File: src/rtl/rx_frame_drain_ctrl.sv
// Read-side drain controller for the RX frame ring: parses frame headers, streams
// frame data on an AXI-Stream master and hands freed ring space back to the writer.
module rx_frame_drain_ctrl #(
   parameter int AW          = 15,
   parameter int HOLD_CYCLES = 4
) (
   input  logic          clk,
   input  logic          reset,
   input  logic          enable,
   input  logic [AW-1:0] commited_wr_address,
   output logic          rd_en,
   output logic [AW-1:0] rd_addr,
   input  logic [63:0]   rd_data,
   output logic [63:0]   m_axis_tdata,
   output logic [7:0]    m_axis_tkeep,
   output logic [15:0]   m_axis_tuser,
   output logic          m_axis_tvalid,
   output logic          m_axis_tlast,
   input  logic          m_axis_tready,
   output logic [AW-1:0] commited_rd_address,
   output logic          rd_addr_updated,
   output logic [31:0]   frames_sent,
   output logic [31:0]   zero_len_frames
);

   localparam int HCW = (HOLD_CYCLES > 1) ? $clog2(HOLD_CYCLES) : 1;

   typedef enum logic [2:0] {
      S_IDLE,
      S_HDR_RD,
      S_HDR,
      S_STREAM,
      S_COMMIT,
      S_HOLD
   } state_t;

   state_t          state_q, state_d;
   logic [AW-1:0]   rd_ptr, data_ptr, next_ptr;
   logic [13:0]     words_left;
   logic [7:0]      last_keep;
   logic [HCW-1:0]  hold_cnt;

   // Read pipeline: data_rd_q marks a data read on the bus this cycle,
   // d_valid marks its word present on rd_data the following cycle.
   logic            data_rd_q, rd_last_q;
   logic            d_valid, d_last;

   // Two-entry FIFO sitting behind the registered AXI-S output beat.
   logic [63:0]     q_data [2];
   logic [7:0]      q_keep [2];
   logic            q_last [2];
   logic            q_head;
   logic [1:0]      q_cnt;

   logic            start_hdr, issue_rd, issue_last, frame_done;
   logic            can_start, pop, load_out, fifo_pop, push_q, room, q_tail;
   logic [2:0]      pending;
   logic [AW-1:0]   ptr_inc, issue_addr;
   logic [15:0]     hdr_len;
   logic [2:0]      hdr_rem;
   logic [13:0]     hdr_words;
   logic [7:0]      hdr_keep, d_keep;
   logic            unused_hdr_bits;

   assign hdr_len         = rd_data[47:32];
   assign hdr_rem         = hdr_len[2:0];
   assign hdr_words       = 14'(({1'b0, hdr_len} + 17'd7) >> 3);
   assign hdr_keep        = (hdr_rem == 3'd0) ? 8'hFF : (8'hFF >> (4'd8 - {1'b0, hdr_rem}));
   assign unused_hdr_bits = ^rd_data[31:0];

   assign ptr_inc    = rd_ptr + AW'(1);
   assign issue_addr = (state_q == S_HDR) ? ptr_inc : data_ptr;
   assign can_start  = enable && (rd_ptr != commited_wr_address);

   assign pop      = m_axis_tvalid && m_axis_tready;
   assign load_out = !m_axis_tvalid || pop;
   assign fifo_pop = load_out && (q_cnt != 2'd0);
   assign push_q   = d_valid && !(load_out && (q_cnt == 2'd0));
   assign q_tail   = q_head ^ q_cnt[0];
   assign d_keep   = d_last ? last_keep : 8'hFF;

   // Every word already owned (output beat, FIFO, arriving, on the bus) must fit
   // in three slots; this cycle's pop frees one, which keeps beats back-to-back.
   assign pending = 3'(m_axis_tvalid) + 3'(q_cnt) + 3'(d_valid) + 3'(data_rd_q);
   assign room    = (pending - 3'(pop)) < 3'd3;

   always_ff @(posedge clk or posedge reset) begin
      if (reset) begin
         state_q <= S_IDLE;
      end else begin
         state_q <= state_d;
      end
   end

   // NOTE: every output of this block gets a default first, so no path can infer a latch.
   always_comb begin
      state_d    = state_q;
      start_hdr  = 1'b0;
      issue_rd   = 1'b0;
      issue_last = 1'b0;
      frame_done = 1'b0;
      case (state_q)
         S_IDLE: begin
            if (can_start) begin
               start_hdr = 1'b1;
               state_d   = S_HDR_RD;
            end
         end
         S_HDR_RD: state_d = S_HDR;
         S_HDR: begin
            if (hdr_len == 16'd0) begin
               state_d = S_COMMIT;
            end else begin
               issue_rd   = 1'b1;
               issue_last = (hdr_words == 14'd1);
               state_d    = S_STREAM;
            end
         end
         S_STREAM: begin
            if ((words_left != 14'd0) && room) begin
               issue_rd   = 1'b1;
               issue_last = (words_left == 14'd1);
            end
            if (pop && m_axis_tlast) begin
               frame_done = 1'b1;
               state_d    = S_COMMIT;
            end
         end
         S_COMMIT: state_d = S_HOLD;
         S_HOLD: begin
            // The last hold cycle doubles as IDLE so the next header read follows at once.
            if (hold_cnt == '0) begin
               if (can_start) begin
                  start_hdr = 1'b1;
                  state_d   = S_HDR_RD;
               end else begin
                  state_d = S_IDLE;
               end
            end
         end
         default: state_d = S_IDLE;
      endcase
   end

   // NOTE: sequential state uses non-blocking assignments so all registers update together.
   always_ff @(posedge clk or posedge reset) begin
      if (reset) begin
         rd_en               <= 1'b0;
         rd_addr             <= '0;
         data_rd_q           <= 1'b0;
         rd_last_q           <= 1'b0;
         rd_ptr              <= '0;
         data_ptr            <= '0;
         next_ptr            <= '0;
         words_left          <= '0;
         last_keep           <= 8'hFF;
         m_axis_tuser        <= '0;
         commited_rd_address <= '0;
         rd_addr_updated     <= 1'b0;
         hold_cnt            <= '0;
         frames_sent         <= '0;
         zero_len_frames     <= '0;
      end else begin
         rd_en     <= start_hdr || issue_rd;
         data_rd_q <= issue_rd;
         rd_last_q <= issue_last;
         if (start_hdr) begin
            rd_addr <= rd_ptr;
         end else if (issue_rd) begin
            rd_addr <= issue_addr;
         end

         if (state_q == S_HDR) begin
            m_axis_tuser <= rd_data[63:48];
            last_keep    <= hdr_keep;
            if (hdr_len == 16'd0) begin
               zero_len_frames <= zero_len_frames + 32'd1;
               next_ptr        <= ptr_inc;
            end else begin
               data_ptr   <= ptr_inc + AW'(1);
               words_left <= hdr_words - 14'd1;
            end
         end else if (issue_rd) begin
            data_ptr   <= data_ptr + AW'(1);
            words_left <= words_left - 14'd1;
         end

         if (frame_done) begin
            frames_sent <= frames_sent + 32'd1;
            next_ptr    <= data_ptr;
         end

         if (state_q == S_COMMIT) begin
            commited_rd_address <= next_ptr;
            rd_ptr              <= next_ptr;
            rd_addr_updated     <= 1'b1;
            hold_cnt            <= HCW'(HOLD_CYCLES - 1);
         end else if (state_q == S_HOLD) begin
            if (hold_cnt == '0) begin
               rd_addr_updated <= 1'b0;
            end else begin
               hold_cnt <= hold_cnt - HCW'(1);
            end
         end
      end
   end

   always_ff @(posedge clk or posedge reset) begin
      if (reset) begin
         m_axis_tvalid <= 1'b0;
         m_axis_tlast  <= 1'b0;
         m_axis_tdata  <= '0;
         m_axis_tkeep  <= '0;
         d_valid       <= 1'b0;
         d_last        <= 1'b0;
         q_head        <= 1'b0;
         q_cnt         <= '0;
      end else begin
         d_valid <= data_rd_q;
         d_last  <= rd_last_q;
         if (load_out) begin
            if (q_cnt != 2'd0) begin
               m_axis_tdata  <= q_data[q_head];
               m_axis_tkeep  <= q_keep[q_head];
               m_axis_tlast  <= q_last[q_head];
               m_axis_tvalid <= 1'b1;
            end else if (d_valid) begin
               m_axis_tdata  <= rd_data;
               m_axis_tkeep  <= d_keep;
               m_axis_tlast  <= d_last;
               m_axis_tvalid <= 1'b1;
            end else begin
               m_axis_tvalid <= 1'b0;
               m_axis_tlast  <= 1'b0;
            end
         end
         q_head <= q_head ^ fifo_pop;
         q_cnt  <= q_cnt + 2'(push_q) - 2'(fifo_pop);
      end
   end

   // NOTE: FIFO storage has no reset; q_cnt qualifies every entry, so its contents never leak.
   always_ff @(posedge clk) begin
      if (push_q) begin
         q_data[q_tail] <= rd_data;
         q_keep[q_tail] <= d_keep;
         q_last[q_tail] <= d_last;
      end
   end

endmodule

File: config.mk
export PLATFORM = sky130hd
export DESIGN_NAME = rx_frame_drain_ctrl
export DESIGN_NICKNAME = d
export VERILOG_FILES = /design/src/rtl/rx_frame_drain_ctrl.sv
export SDC_FILE = /design/constraint.sdc
export NUM_CORES = 1
export LEC_CHECK = 0
export ABC_AREA = 1
export CAP_MARGIN = 25
export CORE_UTILIZATION = 25
export CTS_CLUSTER_DIAMETER = 200
export CTS_CLUSTER_SIZE = 25
export DETAILED_ROUTE_END_ITERATION = 10
export SLEW_MARGIN = 20
export SYNTH_ARGS = -nofsm -noshare
export SYNTH_HDL_FRONTEND = slang
export SYNTH_SLANG_ARGS = --single-unit
File: constraint.sdc
create_clock -name clk -period 22.8 [get_ports clk]
set_clock_uncertainty 0.05 [all_clocks]
set_input_delay 2.28 -clock clk [delete_from_list [all_inputs] [get_ports clk]]
set_output_delay 2.28 -clock clk [all_outputs]
set_load 0.02 [all_outputs]
==> impl_metrics.yaml <==
final_layout:
  count_of_filler_cells_inserted_in_the_layout: 7674
  nNetsFinal: 2378
  diodes_inserted: 0
  fraction_of_final_layout_cells_sized_beyond_drive_strength_1_pct: 5.12
  final_util_pct: 31.3
  area_delta_synth_final_pct: 22.8
  finalNonFillerCells: 3242
routing:
  detailedRoute.firstIterationViolations: 802
  drt_drc_violations_left: 0
  final_antenna_net_count: 0
  drt_pass1_iterations: 6
  vias: 14472
  route.layer.met1.wl_um: 24700
  wire_per_inst_um: 15.9
  routed_via_density: 4.46
  highest_layer: "met5"
  wl_met3_um: 3140
  met2_wirelength_um: 23300
  finalWirelength_um: 51700
setup_path:
  critical_path.endpoint_type: "flip-flop"
  critical_path.cell_chain: "clkdlybuf4s50_1, nand2_1, inv_1, ha_1, fa_1, inv_1, ha_1, inv_1, fa_1, o22ai_1, a211oi_1, o21ai_1, nand2_1, buf_4, o21ai_0, a21oi_1, nor2_1"
  worst_r2r_endpoint: "words_left[9]$_DFFE_PP0P_"
  path_buf_inv: 5
  timing.critical_path.fanout_max: 51
  start_kind: "input port"
  r2r_start: "m_axis_tvalid$_DFFE_PP0P_"
  r2r.worst_path.cells: 16
  cp_top_family: "adder cells"
  rrSetupSlack_ns: 19.24
  worstPathArrival_ns: 5.60
  timing.setup.critical_path_class: "input port to flip-flop"
  crit_top_cell: "sky130_fd_sc_hd__inv_1"
  critical_path.max_stage_delay_ns: 0.48
  cpMaxStageDelayCell: "sky130_fd_sc_hd__clkdlybuf4s50_1"
  worstPathRequired_ns: 23.21
timing:
  max_slew_margin_pct: 37.4
  fin_crit_sh_pct: 22.8
  setup-violations-final: 0
  setup-tns-final_ns: 0
  fin_hold_ws_ns: 0.312
  hold_viol: 0
  final_critical_path_setup_slack_ns: 17.61
  period_minus_slack_ns: 5.19
  grt_setup_unrepaired: "no"
  timing_max_transition_violations_final: 0
  max_freq_mhz: 193
  tightest_slew_ns: 0.935
power_and_ir_drop:
  power.share.clock_pct: 14.1
  leakage_nw: 9.45
  switching_fraction_of_total_power_pct: 42.6
  p_seq_share_pct: 40.4
  vdd_ir_drop_max_v: 0.0000733
  portion_of_total_power_attributed_to_combinational_logic_pct: 45.5
  power_report.internal_total_w: 0.00163
  power.net_switching_w: 0.00121
  power_density_nw_per_um2: 124
yosys:
  synth_top_area_share_pct: 32.4
  synthTopCellsByCount: "sky130_fd_sc_hd__nand2_1 (617), sky130_fd_sc_hd__dfrtp_1 (242), sky130_fd_sc_hd__a21oi_1 (160)"
  synth-seq-cells: 396
  mappedNetlistArea_um2: 18700
  fraction_of_synthesis_flops_using_an_asynchronous_set_or_reset_pin_pct: 63.1
  synth.top_cells.by_area: "sky130_fd_sc_hd__dfrtp_1 (32%), sky130_fd_sc_hd__edfxtp_1 (23%), sky130_fd_sc_hd__nand2_1 (12%)"
  synth_most_common_cell: "sky130_fd_sc_hd__nand2_1"
  postSynthAreaPerCell_um2: 9.12
  synth.distinct_cells: 50
  synth-main-ff-cell: "sky130_fd_sc_hd__dfrtp_1"
  syn_inst: 2052
  synth-edff-count: 146
  synth.yosys.warnings: 0
  synthDominantAreaCellType: "sky130_fd_sc_hd__dfrtp_1"
  postSynthNetCount: 2156
  synth-seq-area-share_pct: 56.9
die:
  fp.dieArea_um2: 75900
  std_cell_rows: 99
  die_h_um: 276
  die_width_um: 276
  fp.coreArea_um2: 73500
  initial_utilization_pct: 25.5
  boundaryPins: 269
global_routing:
  grtUsageTotal_pct: 13.3
  grt_pass1_vias: 13833
  grt_start_max_net_pins: 105
  grt-ovfl-total: 0
  grt_first_pass_wirelength_um: 80200
  grt_antenna_before_repair: 1
clock_network:
  clk_latency_ns: 0.57
  ctsRootBufferMaster: "sky130_fd_sc_hd__clkbuf_16"
  cts_setup_buffers: 0
  post_cts_hold_buffer_count: 0
  cts.path.max_buffers: 3
  tritoncts_clock_tree: "yes"
  h-tree-depth: 1
  cts_inserted_buffers: 19
  clkTransAtPathRegs_ns: 0.11
  cts.sinks: 396
  postCtsResizedCells: 0
place:
  gp_routability_congestion: 0.789
  worst_case_setup_slack_after_placement_ns: 17.04
  post-dp-hpwl_um: 35000
  post-place-cells: 3211
  place.port_buffers: 268
hold_path:
  hp-start: "rd_last_q$_DFF_PP0_"
  hold_path_class: "flip-flop to flip-flop"
  worst_hold_path.num_cells: 0
  hold_path_end: "d_last$_DFF_PP0_"
run:
  max_cap_violations: 0
status:
  status: "complete, no violations"
[layout by cell type (no fill, tap or decap), types with 14 or more instances in the layout]
master,n
sky130_fd_sc_hd__clkdlybuf4s50_1,268
sky130_fd_sc_hd__buf_4,15
sky130_fd_sc_hd__edfxtp_1,146
sky130_fd_sc_hd__clkbuf_16,20
sky130_fd_sc_hd__inv_1,142
sky130_fd_sc_hd__dfrtp_1,241
sky130_fd_sc_hd__nand4_1,35
sky130_fd_sc_hd__nand3_1,126
sky130_fd_sc_hd__xor2_1,62
sky130_fd_sc_hd__a21oi_1,160
sky130_fd_sc_hd__o21ai_0,112
sky130_fd_sc_hd__o211ai_1,14
sky130_fd_sc_hd__ha_1,19
sky130_fd_sc_hd__xnor2_1,34
sky130_fd_sc_hd__nor2_4,14
sky130_fd_sc_hd__nor2_1,109
sky130_fd_sc_hd__nand2_1,617
sky130_fd_sc_hd__nor3_1,27
[worst register-to-register path, cell delays in order (launching register included)]
cell	delay, ns
sky130_fd_sc_hd__dfrtp_1	0.50
sky130_fd_sc_hd__nand2_1	0.12
sky130_fd_sc_hd__inv_1	0.06
sky130_fd_sc_hd__ha_1	0.29
sky130_fd_sc_hd__fa_1	0.44
sky130_fd_sc_hd__inv_1	0.07
sky130_fd_sc_hd__ha_1	0.13
sky130_fd_sc_hd__inv_1	0.05
sky130_fd_sc_hd__fa_1	0.48
sky130_fd_sc_hd__o22ai_1	0.06
sky130_fd_sc_hd__a211oi_1	0.20
sky130_fd_sc_hd__o21ai_1	0.13
sky130_fd_sc_hd__nand2_1	0.11
sky130_fd_sc_hd__buf_4	0.45
sky130_fd_sc_hd__o21ai_0	0.17
sky130_fd_sc_hd__a21oi_1	0.14
sky130_fd_sc_hd__nor2_1	0.05
[metrics by stage]
stage	cell area [um^2]	power (W)
final	23000	0.00284
after global routing	23000	0.00307
after CTS	22900	0.00288
after detailed placement	22400	0.00246
after global placement	22400	0.00244
after floorplan	18700	0.00198
[power by group through the flow]
stage | Sequential (W) | Clock [W] | Combinational [W]
after floorplan | 0.00125 | 0 | 0.000731
after global placement | 0.00116 | 0 | 0.00129
after detailed placement | 0.00116 | 0 | 0.00130
after CTS | 0.00115 | 0.000421 | 0.00131
final | 0.00115 | 0.000400 | 0.00129
after global routing | 0.00118 | 0.000443 | 0.00145
[state kept, by name (all words and copies together) (netlist names), 16 cells and up]
register	flops
q_data	128
zero_len_frames	32
m_axis_tuser	16
m_axis_tdata	64
q_keep	16
frames_sent	32
[how the worst max path moves through the flow]
| stage | depth (start not counted) | slack [ns] | startpoint | to |
|---|---|---|---|---|
| 3_5_place_dp | 17 | 17.04 | m_axis_tready | words_left[9]$_DFFE_PP0P_ |
| 6_report | 17 | 17.61 | m_axis_tready | words_left[9]$_DFFE_PP0P_ |
| 3_3_place_gp | 17 | 17.12 | m_axis_tready | words_left[9]$_DFFE_PP0P_ |
| 4_1_cts | 17 | 17.66 | m_axis_tready | words_left[9]$_DFFE_PP0P_ |
| 2_1_floorplan | 1 | 13.61 | reset | d_last$_DFF_PP0_ |
| 5_1_grt | 17 | 17.33 | m_axis_tready | words_left[9]$_DFFE_PP0P_ |
[cell families (layout without fill, tap and decap cells)]
logic type / Yosys count / in the layout / share of synthesized area [%]
muxes: 3 / 3 / 0.181
adders and majority gates: 21 / 21 / 1.48
DFF: 396 / 396 / 56.9
and+or+nand+nor: 978 / 978 / 22.6
buffers and inverters: 240 / 471 / 5.12
AOI/OAI and AO/OA: 316 / 316 / 8.96
xor gates and xnor gates: 98 / 98 / 4.67
[layer usage]
layer	up-vias	global-route usage, %
met5	-	0
met3	40	2.31
met2	343	21.5
met4	2	1.72
met1	6898	18.9
li1	7189	-
[final cells by class]
type / instances / area (um^2) / area share [%]
tap: 959 / 1200 / 5.23
multi-input combinational: 1416 / 7120 / 31.0
clock inverter: 1 / 8.76 / 0.0381
clock buffer: 29 / 534 / 2.33
timing repair buffer: 285 / 2850 / 12.4
sequential: 396 / 10700 / 46.4
inverter: 156 / 593 / 2.58
No activity file was read; power rests on OpenSTA's default activity.
